**config.mk**
```make
export PLATFORM = sky130hd
export DESIGN_NAME = mem_access_unit_flat
export DESIGN_NICKNAME = d
export VERILOG_FILES = /design/src/rtl/mem_access_unit_pkg.sv /design/src/rtl/mem_access_unit_if.sv /design/src/rtl/mem_access_unit_load_formatter.sv /design/src/rtl/mem_access_unit.sv /design/src/flat_wrapper.sv
export SDC_FILE = /design/constraint.sdc
export NUM_CORES = 1
export LEC_CHECK = 0
export BUFFER_PORTS_ARGS = -buffer_cell sky130_fd_sc_hd__buf_2
export CAP_MARGIN = 20
export CELL_PAD_IN_SITES_DETAIL_PLACEMENT = 0
export CELL_PAD_IN_SITES_GLOBAL_PLACEMENT = 1
export CORE_ASPECT_RATIO = 0.5
export CORE_MARGIN = 4
export CORE_UTILIZATION = 37
export CTS_CLUSTER_SIZE = 30
export DETAILED_ROUTE_END_ITERATION = 10
export PLACE_DENSITY = 0.87
export SYNTH_ARGS = -nofsm -noshare
export SYNTH_HDL_FRONTEND = slang
export SYNTH_SLANG_ARGS = --single-unit
export TNS_END_PERCENT = 10
```
**constraint.sdc**
```tcl
create_clock -name Clock -period 2.87 [get_ports Clock]
set_clock_uncertainty 0.15 [all_clocks]
set_input_delay 0.574 -clock Clock [delete_from_list [all_inputs] [get_ports Clock]]
set_output_delay 0.574 -clock Clock [all_outputs]
set_load 0.02 [all_outputs]
```
**src/rtl/mem_access_unit_pkg.sv**
```systemverilog
// mem_pkg: shared encodings for the MEM-stage data memory access unit.
//   - Access size encodings carried on ByteSel_In (2'b11 behaves as a word).
//   - FSM state encoding of the request/acknowledge sequencer.
//   - TIMEOUT_DATA: load result returned when an access is aborted by the
//     ack timeout (only reachable with MEM_ACCESS_TIMEOUT_EN defined).
package mem_pkg;

  localparam logic [1:0] SZ_WORD = 2'b00;
  localparam logic [1:0] SZ_BYTE = 2'b01;
  localparam logic [1:0] SZ_HALF = 2'b10;

  typedef enum logic [1:0] {
    IDLE = 2'd0,
    REQ  = 2'd1,
    DONE = 2'd2
  } state_t;

  localparam logic [31:0] TIMEOUT_DATA = 32'hDEADBEEF;

endpackage

```
**src/rtl/mem_access_unit_if.sv**
```systemverilog
// mem_access_unit_if: request/acknowledge bus between the MEM stage and a
// variable-latency data memory.
//   Mem_Req   request, held until Mem_Ack
//   Mem_We    1 = write
//   Mem_Addr  word-aligned byte address (ADDR_W bits)
//   Mem_BE    byte enables, bit3 = bits [31:24] (big-endian lane 0)
//   Mem_WData lane-replicated store data
//   Mem_Ack   completion from memory
//   Mem_RData read word, valid together with Mem_Ack
// Modports: master = access unit side, slave = memory side.
interface mem_access_unit_if #(
  parameter int ADDR_W = 32
);
  logic              Mem_Req;
  logic              Mem_We;
  logic [ADDR_W-1:0] Mem_Addr;
  logic [3:0]        Mem_BE;
  logic [31:0]       Mem_WData;
  logic              Mem_Ack;
  logic [31:0]       Mem_RData;

  modport master (
    output Mem_Req, Mem_We, Mem_Addr, Mem_BE, Mem_WData,
    input  Mem_Ack, Mem_RData
  );

  modport slave (
    input  Mem_Req, Mem_We, Mem_Addr, Mem_BE, Mem_WData,
    output Mem_Ack, Mem_RData
  );
endinterface

```
**src/rtl/mem_access_unit_load_formatter.sv**
```systemverilog
// load_formatter: purely combinational load data formatting.
//   rdata  in  32  raw word from memory
//   offset in  2   byte offset within the word (0 = bits [31:24])
//   size   in  2   SZ_BYTE / SZ_HALF / anything else = word
//   zext   in  1   1 = zero-extend, 0 = sign-extend
//   result out 32  right-justified, extended load value
module load_formatter
  import mem_pkg::*;
(
  input  logic [31:0] rdata,
  input  logic [1:0]  offset,
  input  logic [1:0]  size,
  input  logic        zext,
  output logic [31:0] result
);

  logic [7:0]  byte_sel;
  logic [15:0] half_sel;

  always_comb begin
    // Big-endian lanes: offset 0 is the most significant byte.
    case (offset)
      2'd0:    byte_sel = rdata[31:24];
      2'd1:    byte_sel = rdata[23:16];
      2'd2:    byte_sel = rdata[15:8];
      default: byte_sel = rdata[7:0];
    endcase
    half_sel = offset[1] ? rdata[15:0] : rdata[31:16];

    case (size)
      SZ_BYTE: result = zext ? {24'h0, byte_sel} : {{24{byte_sel[7]}}, byte_sel};
      SZ_HALF: result = zext ? {16'h0, half_sel} : {{16{half_sel[15]}}, half_sel};
      default: result = rdata;
    endcase
  end

endmodule

```
**src/rtl/mem_access_unit.sv**
```systemverilog
// mem_access_unit: MEM-stage data memory access sequencer.
// Takes the EX/MEM register outputs, issues one request/acknowledge
// transaction per load/store on a variable-latency memory, stalls the
// pipeline until the ack, and formats load data for MEM/WB.
//
// Ports:
//   Clock, Reset       clock and synchronous active-high reset
//   MemRead_In         load request
//   MemWrite_In        store request (wins if both are set)
//   ByteSel_In         size: 00 word, 01 byte, 10 half, 11 word
//   L16B_In            bit0: 1 zero-extend, 0 sign-extend (bit1 ignored)
//   ALUResult_In       effective byte address
//   WriteData_In       right-justified store data
//   mem                memory bus (mem_access_unit_if.master)
//   ReadData_Out       formatted load result, held until next completed load
//   Stall              hold the upstream pipeline registers
//   AddrErr            one-cycle pulse on a misaligned access (no request)
//   Timeout            sticky ack timeout flag
//
// Build option: define MEM_ACCESS_TIMEOUT_EN to abort a request after
// TIMEOUT_CYCLES request cycles without ack. Without it REQ waits
// indefinitely and Timeout is tied low.
module mem_access_unit
  import mem_pkg::*;
#(
  parameter int ADDR_W         = 32,
  parameter int TIMEOUT_CYCLES = 255
) (
  input  logic                Clock,
  input  logic                Reset,
  input  logic                MemRead_In,
  input  logic                MemWrite_In,
  input  logic [1:0]          ByteSel_In,
  input  logic [1:0]          L16B_In,
  input  logic [31:0]         ALUResult_In,
  input  logic [31:0]         WriteData_In,
  mem_access_unit_if.master   mem,
  output logic [31:0]         ReadData_Out,
  output logic                Stall,
  output logic                AddrErr,
  output logic                Timeout
);

  state_t      state;
  logic        access;
  logic        is_byte;
  logic        is_half;
  logic        is_word;
  logic        misaligned;
  logic        start;
  logic [3:0]  be_next;
  logic [31:0] wdata_next;

  // Attributes of the in-flight access, latched when the request starts.
  logic [1:0]  size_q;
  logic [1:0]  offset_q;
  logic        zext_q;
  logic        read_q;
  logic [31:0] fmt_data;

  // Reserved extension bit has no function.
  logic unused_l16b;
  assign unused_l16b = L16B_In[1];

`ifdef MEM_ACCESS_TIMEOUT_EN
  localparam logic [7:0] TIMEOUT_LAST = 8'(TIMEOUT_CYCLES - 1);
  logic [7:0] wait_cnt;
`else
  logic unused_timeout_cfg;
  assign unused_timeout_cfg = (TIMEOUT_CYCLES == 0);
  assign Timeout = 1'b0;
`endif

  always_comb begin
    access     = MemRead_In | MemWrite_In;
    is_byte    = (ByteSel_In == SZ_BYTE);
    is_half    = (ByteSel_In == SZ_HALF);
    is_word    = !is_byte && !is_half;
    misaligned = (is_half && ALUResult_In[0]) ||
                 (is_word && (ALUResult_In[1:0] != 2'b00));

    // Reset gates the IDLE-side decisions so no new access can start
    // or flag an error in a reset cycle.
    start   = (state == IDLE) && access && !misaligned && !Reset;
    AddrErr = (state == IDLE) && access && misaligned && !Reset;
    Stall   = start || (state == REQ);

    case (ByteSel_In)
      SZ_BYTE: begin
        be_next    = 4'b1000 >> ALUResult_In[1:0];
        wdata_next = {4{WriteData_In[7:0]}};
      end
      SZ_HALF: begin
        be_next    = ALUResult_In[1] ? 4'b0011 : 4'b1100;
        wdata_next = {2{WriteData_In[15:0]}};
      end
      default: begin
        be_next    = 4'b1111;
        wdata_next = WriteData_In;
      end
    endcase
  end

  load_formatter u_load_formatter (
    .rdata  (mem.Mem_RData),
    .offset (offset_q),
    .size   (size_q),
    .zext   (zext_q),
    .result (fmt_data)
  );

  always_ff @(posedge Clock) begin
    if (Reset) begin
      state         <= IDLE;
      mem.Mem_Req   <= 1'b0;
      mem.Mem_We    <= 1'b0;
      mem.Mem_Addr  <= '0;
      mem.Mem_BE    <= 4'b0000;
      mem.Mem_WData <= 32'h0;
      ReadData_Out  <= 32'h0;
      size_q        <= SZ_WORD;
      offset_q      <= 2'b00;
      zext_q        <= 1'b0;
      read_q        <= 1'b0;
`ifdef MEM_ACCESS_TIMEOUT_EN
      wait_cnt      <= 8'd0;
      Timeout       <= 1'b0;
`endif
    end else begin
      case (state)
        IDLE: begin
          if (start) begin
            state         <= REQ;
            mem.Mem_Req   <= 1'b1;
            mem.Mem_We    <= MemWrite_In;
            mem.Mem_Addr  <= ADDR_W'({ALUResult_In[31:2], 2'b00});
            mem.Mem_BE    <= be_next;
            mem.Mem_WData <= wdata_next;
            size_q        <= ByteSel_In;
            offset_q      <= ALUResult_In[1:0];
            zext_q        <= L16B_In[0];
            // A simultaneous store takes priority; nothing is captured.
            read_q        <= MemRead_In && !MemWrite_In;
`ifdef MEM_ACCESS_TIMEOUT_EN
            wait_cnt      <= 8'd0;
`endif
          end
        end
        REQ: begin
          if (mem.Mem_Ack) begin
            state       <= DONE;
            mem.Mem_Req <= 1'b0;
            if (read_q) ReadData_Out <= fmt_data;
          end
`ifdef MEM_ACCESS_TIMEOUT_EN
          else if (wait_cnt == TIMEOUT_LAST) begin
            state       <= DONE;
            mem.Mem_Req <= 1'b0;
            Timeout     <= 1'b1;
            if (read_q) ReadData_Out <= TIMEOUT_DATA;
          end else begin
            wait_cnt <= wait_cnt + 8'd1;
          end
`endif
        end
        // One non-stalled cycle lets the pipeline advance past the
        // held instruction; it is never re-issued.
        DONE:    state <= IDLE;
        default: state <= IDLE;
      endcase
    end
  end

endmodule

```
**src/flat_wrapper.sv**
```systemverilog
// flat-port wrapper written by rule: the top's interface ports become plain ports
module mem_access_unit_flat import mem_pkg::*;
#(
  parameter int ADDR_W         = 32,
  parameter int TIMEOUT_CYCLES = 255
)
  (Clock, Reset, MemRead_In, MemWrite_In, ByteSel_In, L16B_In, ALUResult_In, WriteData_In, ReadData_Out, Stall, AddrErr, Timeout, mem_Mem_Req, mem_Mem_We, mem_Mem_Addr, mem_Mem_BE, mem_Mem_WData, mem_Mem_Ack, mem_Mem_RData);
  mem_access_unit_if #(.ADDR_W(ADDR_W)) mem_i ();
  input  logic Clock;
  input  logic Reset;
  input  logic MemRead_In;
  input  logic MemWrite_In;
  input  logic [1:0] ByteSel_In;
  input  logic [1:0] L16B_In;
  input  logic [31:0] ALUResult_In;
  input  logic [31:0] WriteData_In;
  output logic [31:0] ReadData_Out;
  output logic Stall;
  output logic AddrErr;
  output logic Timeout;
  output wire logic [$bits(mem_i.Mem_Req)-1:0] mem_Mem_Req;
  output wire logic [$bits(mem_i.Mem_We)-1:0] mem_Mem_We;
  output wire logic [$bits(mem_i.Mem_Addr)-1:0] mem_Mem_Addr;
  output wire logic [$bits(mem_i.Mem_BE)-1:0] mem_Mem_BE;
  output wire logic [$bits(mem_i.Mem_WData)-1:0] mem_Mem_WData;
  input wire logic [$bits(mem_i.Mem_Ack)-1:0] mem_Mem_Ack;
  input wire logic [$bits(mem_i.Mem_RData)-1:0] mem_Mem_RData;
  assign mem_Mem_Req = mem_i.Mem_Req;
  assign mem_Mem_We = mem_i.Mem_We;
  assign mem_Mem_Addr = mem_i.Mem_Addr;
  assign mem_Mem_BE = mem_i.Mem_BE;
  assign mem_Mem_WData = mem_i.Mem_WData;
  assign mem_i.Mem_Ack = mem_Mem_Ack;
  assign mem_i.Mem_RData = mem_Mem_RData;
  mem_access_unit #(.ADDR_W(ADDR_W), .TIMEOUT_CYCLES(TIMEOUT_CYCLES)) u_core (.Clock(Clock), .Reset(Reset), .MemRead_In(MemRead_In), .MemWrite_In(MemWrite_In), .ByteSel_In(ByteSel_In), .L16B_In(L16B_In), .ALUResult_In(ALUResult_In), .WriteData_In(WriteData_In), .mem(mem_i), .ReadData_Out(ReadData_Out), .Stall(Stall), .AddrErr(AddrErr), .Timeout(Timeout));
endmodule
```
[Yosys cells after proc, flatten, opt, wreduce, memory -nomap -nowiden]
Cells that the tools add are included.
Cells by class
  equality and inequality tests: 9
  shift operators: 1
  multiplexer cells: 14
  bitwise logic cells: 1
  reduce and logical (&&, ||, !) cells: 24
Operators with widths (number)
  $pmux 32 s2: 2
  $mux 32: 2
  $pmux 8 s3: 1
  $mux 16: 1
  $logic_and 1x1->1: 9
  $eq 2x1->1 const B: 4
  $pmux 4 s2: 1
  $eq 2x2->1 const B: 3
  $reduce_and 3->1: 2
  $logic_not 1->1: 5
  $logic_not 2->1: 2
  $mux 2: 2
  $mux 4: 1
  $pmux 2 s2: 1
  $reduce_and 2->1: 2
  $reduce_bool 2->1: 2
  $shr 4x2->4 const A: 1
  $logic_or 1x1->1: 2
  $mux 1: 2
  $ne 2x1->1 const B: 1
  $ne 2x2->1 const B: 1
  $pmux 1 s2: 1
  $or 1x1->1: 1
Storage, ports and cells
  register bits: 108
  input port bits: 105
  output and inout bits: 105
  word-level logic and storage cells: 60

[Longest topological paths before layout]
  depth after elaboration: 10
  mapped depth: 8
  gate-level depth less buffers: 5

[Hierarchy]
From an unflattened synthesis, not the netlist that was laid out.
Unflattened totals
  cell total of the unflattened synthesis: 663
  area, all modules: 5171.2 um^2
Modules (own cells, without submodules)
  mem_access_unit: times used 1, cells an instance 547, area an instance 4451.8 um^2, sequential area each 2162.1 um^2
  load_formatter: times used 1, cells an instance 116, area an instance 719.4 um^2, sequential area each 0.0 um^2

[Worst setup path after synthesis]
Ideal clock, no wire load.
  path type: input to output
  start: in ByteSel_In[0]
  end: out Stall
  data arrival time: 1923 ps
  required time: 2146 ps
  path slack: 223 ps
  cell stages on the path: 8
  buffers on the path: 3
  cell sequence: inv_1 ha_1 buf_2 o21ai_2 and4b_1 buf_4 buf_6 or2_2
On the way
  longest elaborated chain between the ends: 9
  elaborated cells between the ends (all ways): 12
  those cells by class: 2 x eq/ne; 10 x reduce/logical
Ends and longest elaborated chain
  from (decl): RTL line flat_wrapper.sv:13  | input logic [1:0] ByteSel_In;
  $eq 2x1->1 or $eq 2x2->1 (tied branches): RTL line mem_access_unit.sv:76, mem_access_unit.sv:77
  $logic_not 1->1: RTL line mem_access_unit.sv:78  | is_word = !is_byte && !is_half;
  $logic_and 1x1->1: RTL line mem_access_unit.sv:78
  $logic_and 1x1->1: RTL line mem_access_unit.sv:80  | (is_word && (ALUResult_In[1:0] != 2'b00));
  $logic_or 1x1->1 (*): RTL line mem_access_unit.sv:79  | misaligned = (is_half && ALUResult_In[0]) ||
  $logic_not 1->1 (*): RTL line mem_access_unit.sv:84  | start = (state == IDLE) && access && !misaligned && !Reset;
  $logic_and 1x1->1 (*) (2 in series): RTL line mem_access_unit.sv:84
  $logic_or 1x1->1 (*): RTL line mem_access_unit.sv:86  | Stall = start || (state == REQ);
  to (decl): RTL line flat_wrapper.sv:18  | output logic Stall;
Mark *: on every way between the ends. The rest lies on a longest branch, timed or not.

[Worst setup path after layout]
Same ends and word-level chain as after synthesis.

==> metrics <==
CTS tree built; M1 GR Usage between 20% and 30%; clock-pin transition on the worst setup and hold timing paths around 0.08 ns; IO Count 210; reg-to-reg critical path endpoint u_core.ReadData_Out[22]; Hold Path Depth 2; Reg area ~2200 sq um; H-tree depth 3; global route overflow 0; Starting DRT DRC Count about 240; root buf cell clkbuf_16; setup TNS after final layout 0 ns; Core ar. around 15,000 sq um; Max Cap Viol 0; grt peak-use layer met2; hold path endpoint u_core.mem.Mem_Addr[3]; design area roughly 7000 sq um; # DRC 0; fraction of layout cells with a size suffix above 1 40.4%; largest area contributor in the netlist dfxtp_1; Worst setup SP type input pin; fin nets around 850; area delta synth->final 24.8%; GR Util met3 around 4.6%; vias in the first global route slightly below 5,000; register area share after synthesis approximately two fifths; PD cells 536 nW/um^2; Hold WS 0.301 ns; Die Y 95.2 um; count of different cell masters after synthesis 38; Routed wire per std cell between 15 and 20 um; WL final roughly 16,000 um; RSZ-0062 raised after global routing false; min-delay src ALUResult_In[3]; ant diodes 0; HPWL after detailed placement roughly 12,000 um; critical path class in2out; Placed Area roughly 6700 sq um; VDD IR max approximately 0.00027 V; hold buffers post-CTS 0; CP max FO 3; final period utilization about 87%; total power approximately 3800 uW; Slew @ Worst Pin 1.12 ns; Pre-antenna DRT Iters 4; Leak Pwr between 0.003 and 0.004 uW; Max Fclk about 400 MHz; setup bufs post-CTS 0; met2 usage in global routing 31.5%; Final setup viols 0; input/output buffers between 200 and 250; GP Congestion 0.793; Synth Cell Area 5620 sq um; first-pass GRT wire length approximately 26,000 um; post-cts resize count 0; area of the multi-input gates between 3000 and 4000 sq um; CTS Buf Count 9; Final Critical Period about 2.5 ns; full die area approximately 17,000 sq um; Slew Viols, Final 0; Starting Density 38.4%; global-route usage over all layers between 10% and 20%; synthesis-stage register bit count 108; Synth Area per Inst 9.85 sq um; largest net degree at the start of global routing 126; Clock Sinks around 110; Worst slew margin 25.1%; outcome finished clean; Synth top area share between 30% and 40%; die width roughly 180 um; setup ws final about 0.37 ns; fill count about 1,400; Worst Hold Class in2reg; crit path DAT approximately 1.8 ns; Synth Instances between 500 and 600; initial antenna violation count 0; yosys warns 0; Final Hold Fails 0; pre-CTS WS between 0.3 and 0.4 ns; Vias roughly 4,900; Worst EP required 2.15 ns; site row count 31; Worst R2R Start u_core.size_q[0]; deepest clock path buffer count 2; synth top area cells dfxtp_1 38%, mux2_2 10%, nor2b_1 9.6%; worst reg2reg path depth 5; CP Capture Type primary output; Final ANT Viol Nets 0; DR vias/cell 5.17; Worst-Skew Late Latency 0.34 ns; Worst R2R Setup Slack between 0.6 and 0.7 ns
state kept, by name, indices dropped and copies added, names as in the netlist:
signal and flops:
u_core.offset_q 2, u_core.read_q 1, u_core.mem.Mem_WData 32, u_core.mem.Mem_BE 4, u_core.zext_q 1, u_core.state 2, u_core.size_q 2, u_core.ReadData_Out 32
u_core.mem.Mem_Req 1, u_core.mem.Mem_Addr 30, u_core.mem.Mem_We 1
report_power, final:
part | internal [uW] | switching (uW)
registers | 1600 | 51.8
logic | 368 | 506
clock network | 674 | 560
total | 2640 | 1120
how the worst max path moves through the flow:
stage	from	endpoint	slack, ns
2_1_floorplan	ByteSel_In[0]	Stall	0.22
3_3_place_gp	ByteSel_In[0]	Stall	0.37
3_5_place_dp	ByteSel_In[0]	Stall	0.36
4_1_cts	ByteSel_In[0]	Stall	0.36
5_1_grt	ByteSel_In[0]	Stall	0.29
6_report	ByteSel_In[0]	Stall	0.37
cell usage after synthesis, drive strengths merged:
master / number
dfxtp: 108
nor2b: 86
mux2: 68
a211oi: 34
buf: 32
a221oi: 31
nand2b: 31
clkbuf: 26
mux2i: 24
nand2: 20
nor3: 17
o21bai: 16
a22oi: 14
o21ai: 11
a311oi: 10
inv: 6
nor2: 6
o311ai: 6
a21oi: 4
ha: 4
a2bb2oi: 2
and4b: 2
nand3: 2
nand4b: 2
nor3b: 2
o21a: 2
or2: 2
a211o: 1
conb: 1
nand3b: 1
metal layers:
| layer | vias to the layer above | part of all wire, % |
|---|---|---|
| met1 | 2306 | 42 |
| met3 | 17 | 6.6 |
| li1 | 2417 | - |
| met4 | 0 | 1.4 |
| met5 | - | 0 |
| met2 | 153 | 50 |
per-stage QoR:
| stage | std cells | util, % |
|---|---|---|
| floorplan | 573 | - |
| global placement | 931 | 45.9 |
| detailed placement | 931 | 45.9 |
| CTS | 946 | 47.8 |
| global route | 946 | 47.8 |
| finish | 946 | 47.8 |
placed cells by master, fill, tap and decap left out, types with 3 or more instances in the layout:
| cell type | count |
|---|---|
| buf_4 | 12 |
| conb_1 | 3 |
| a211oi_1 | 34 |
| a221oi_1 | 31 |
| o21ai_0 | 10 |
| nor2b_1 | 86 |
| clkbuf_16 | 9 |
| buf_2 | 204 |
| a22oi_1 | 14 |
| nor3_1 | 16 |
| nor2_1 | 6 |
| dfxtp_1 | 108 |
| mux2i_1 | 24 |
| a21oi_1 | 4 |
| a311oi_1 | 10 |
| mux2_2 | 50 |
| o21bai_1 | 16 |
| nand2_1 | 20 |
| nand2b_1 | 31 |
| ha_1 | 4 |
| inv_1 | 6 |
| o311ai_0 | 6 |
| mux2_4 | 16 |
area by class of cell:
| class | instances | area share, % |
|---|---|---|
| Inverter | 6 | 0.321 |
| Multi-Input combinational cell | 401 | 44.9 |
| Clock inverter | 4 | 0.731 |
| Timing Repair Buffer | 218 | 16.4 |
| Clock buffer | 11 | 3.32 |
| Sequential cell | 108 | 30.8 |
| Tap cell | 198 | 3.53 |
worst max-delay path, cell delays in order:
cell	delay [ns]
buf_2	0.09
inv_1	0.05
ha_1	0.32
nand2_1	0.10
and4b_1	0.20
or2_2	0.29
buf_2	0.16
kinds of logic after synthesis:
| group | after synthesis | synth area share (%) |
|---|---|---|
| buffers and inverters | 64 | 5.70 |
| and+or+nand+nor | 171 | 17.8 |
| muxes | 92 | 19.0 |
| AOI/OAI and AO/OA | 131 | 18.1 |
| adders and majority gates | 4 | 0.890 |
| DFF | 108 | 38.5 |
| other | 1 | 0.0667 |
Power figures use the tool's default switching activity.
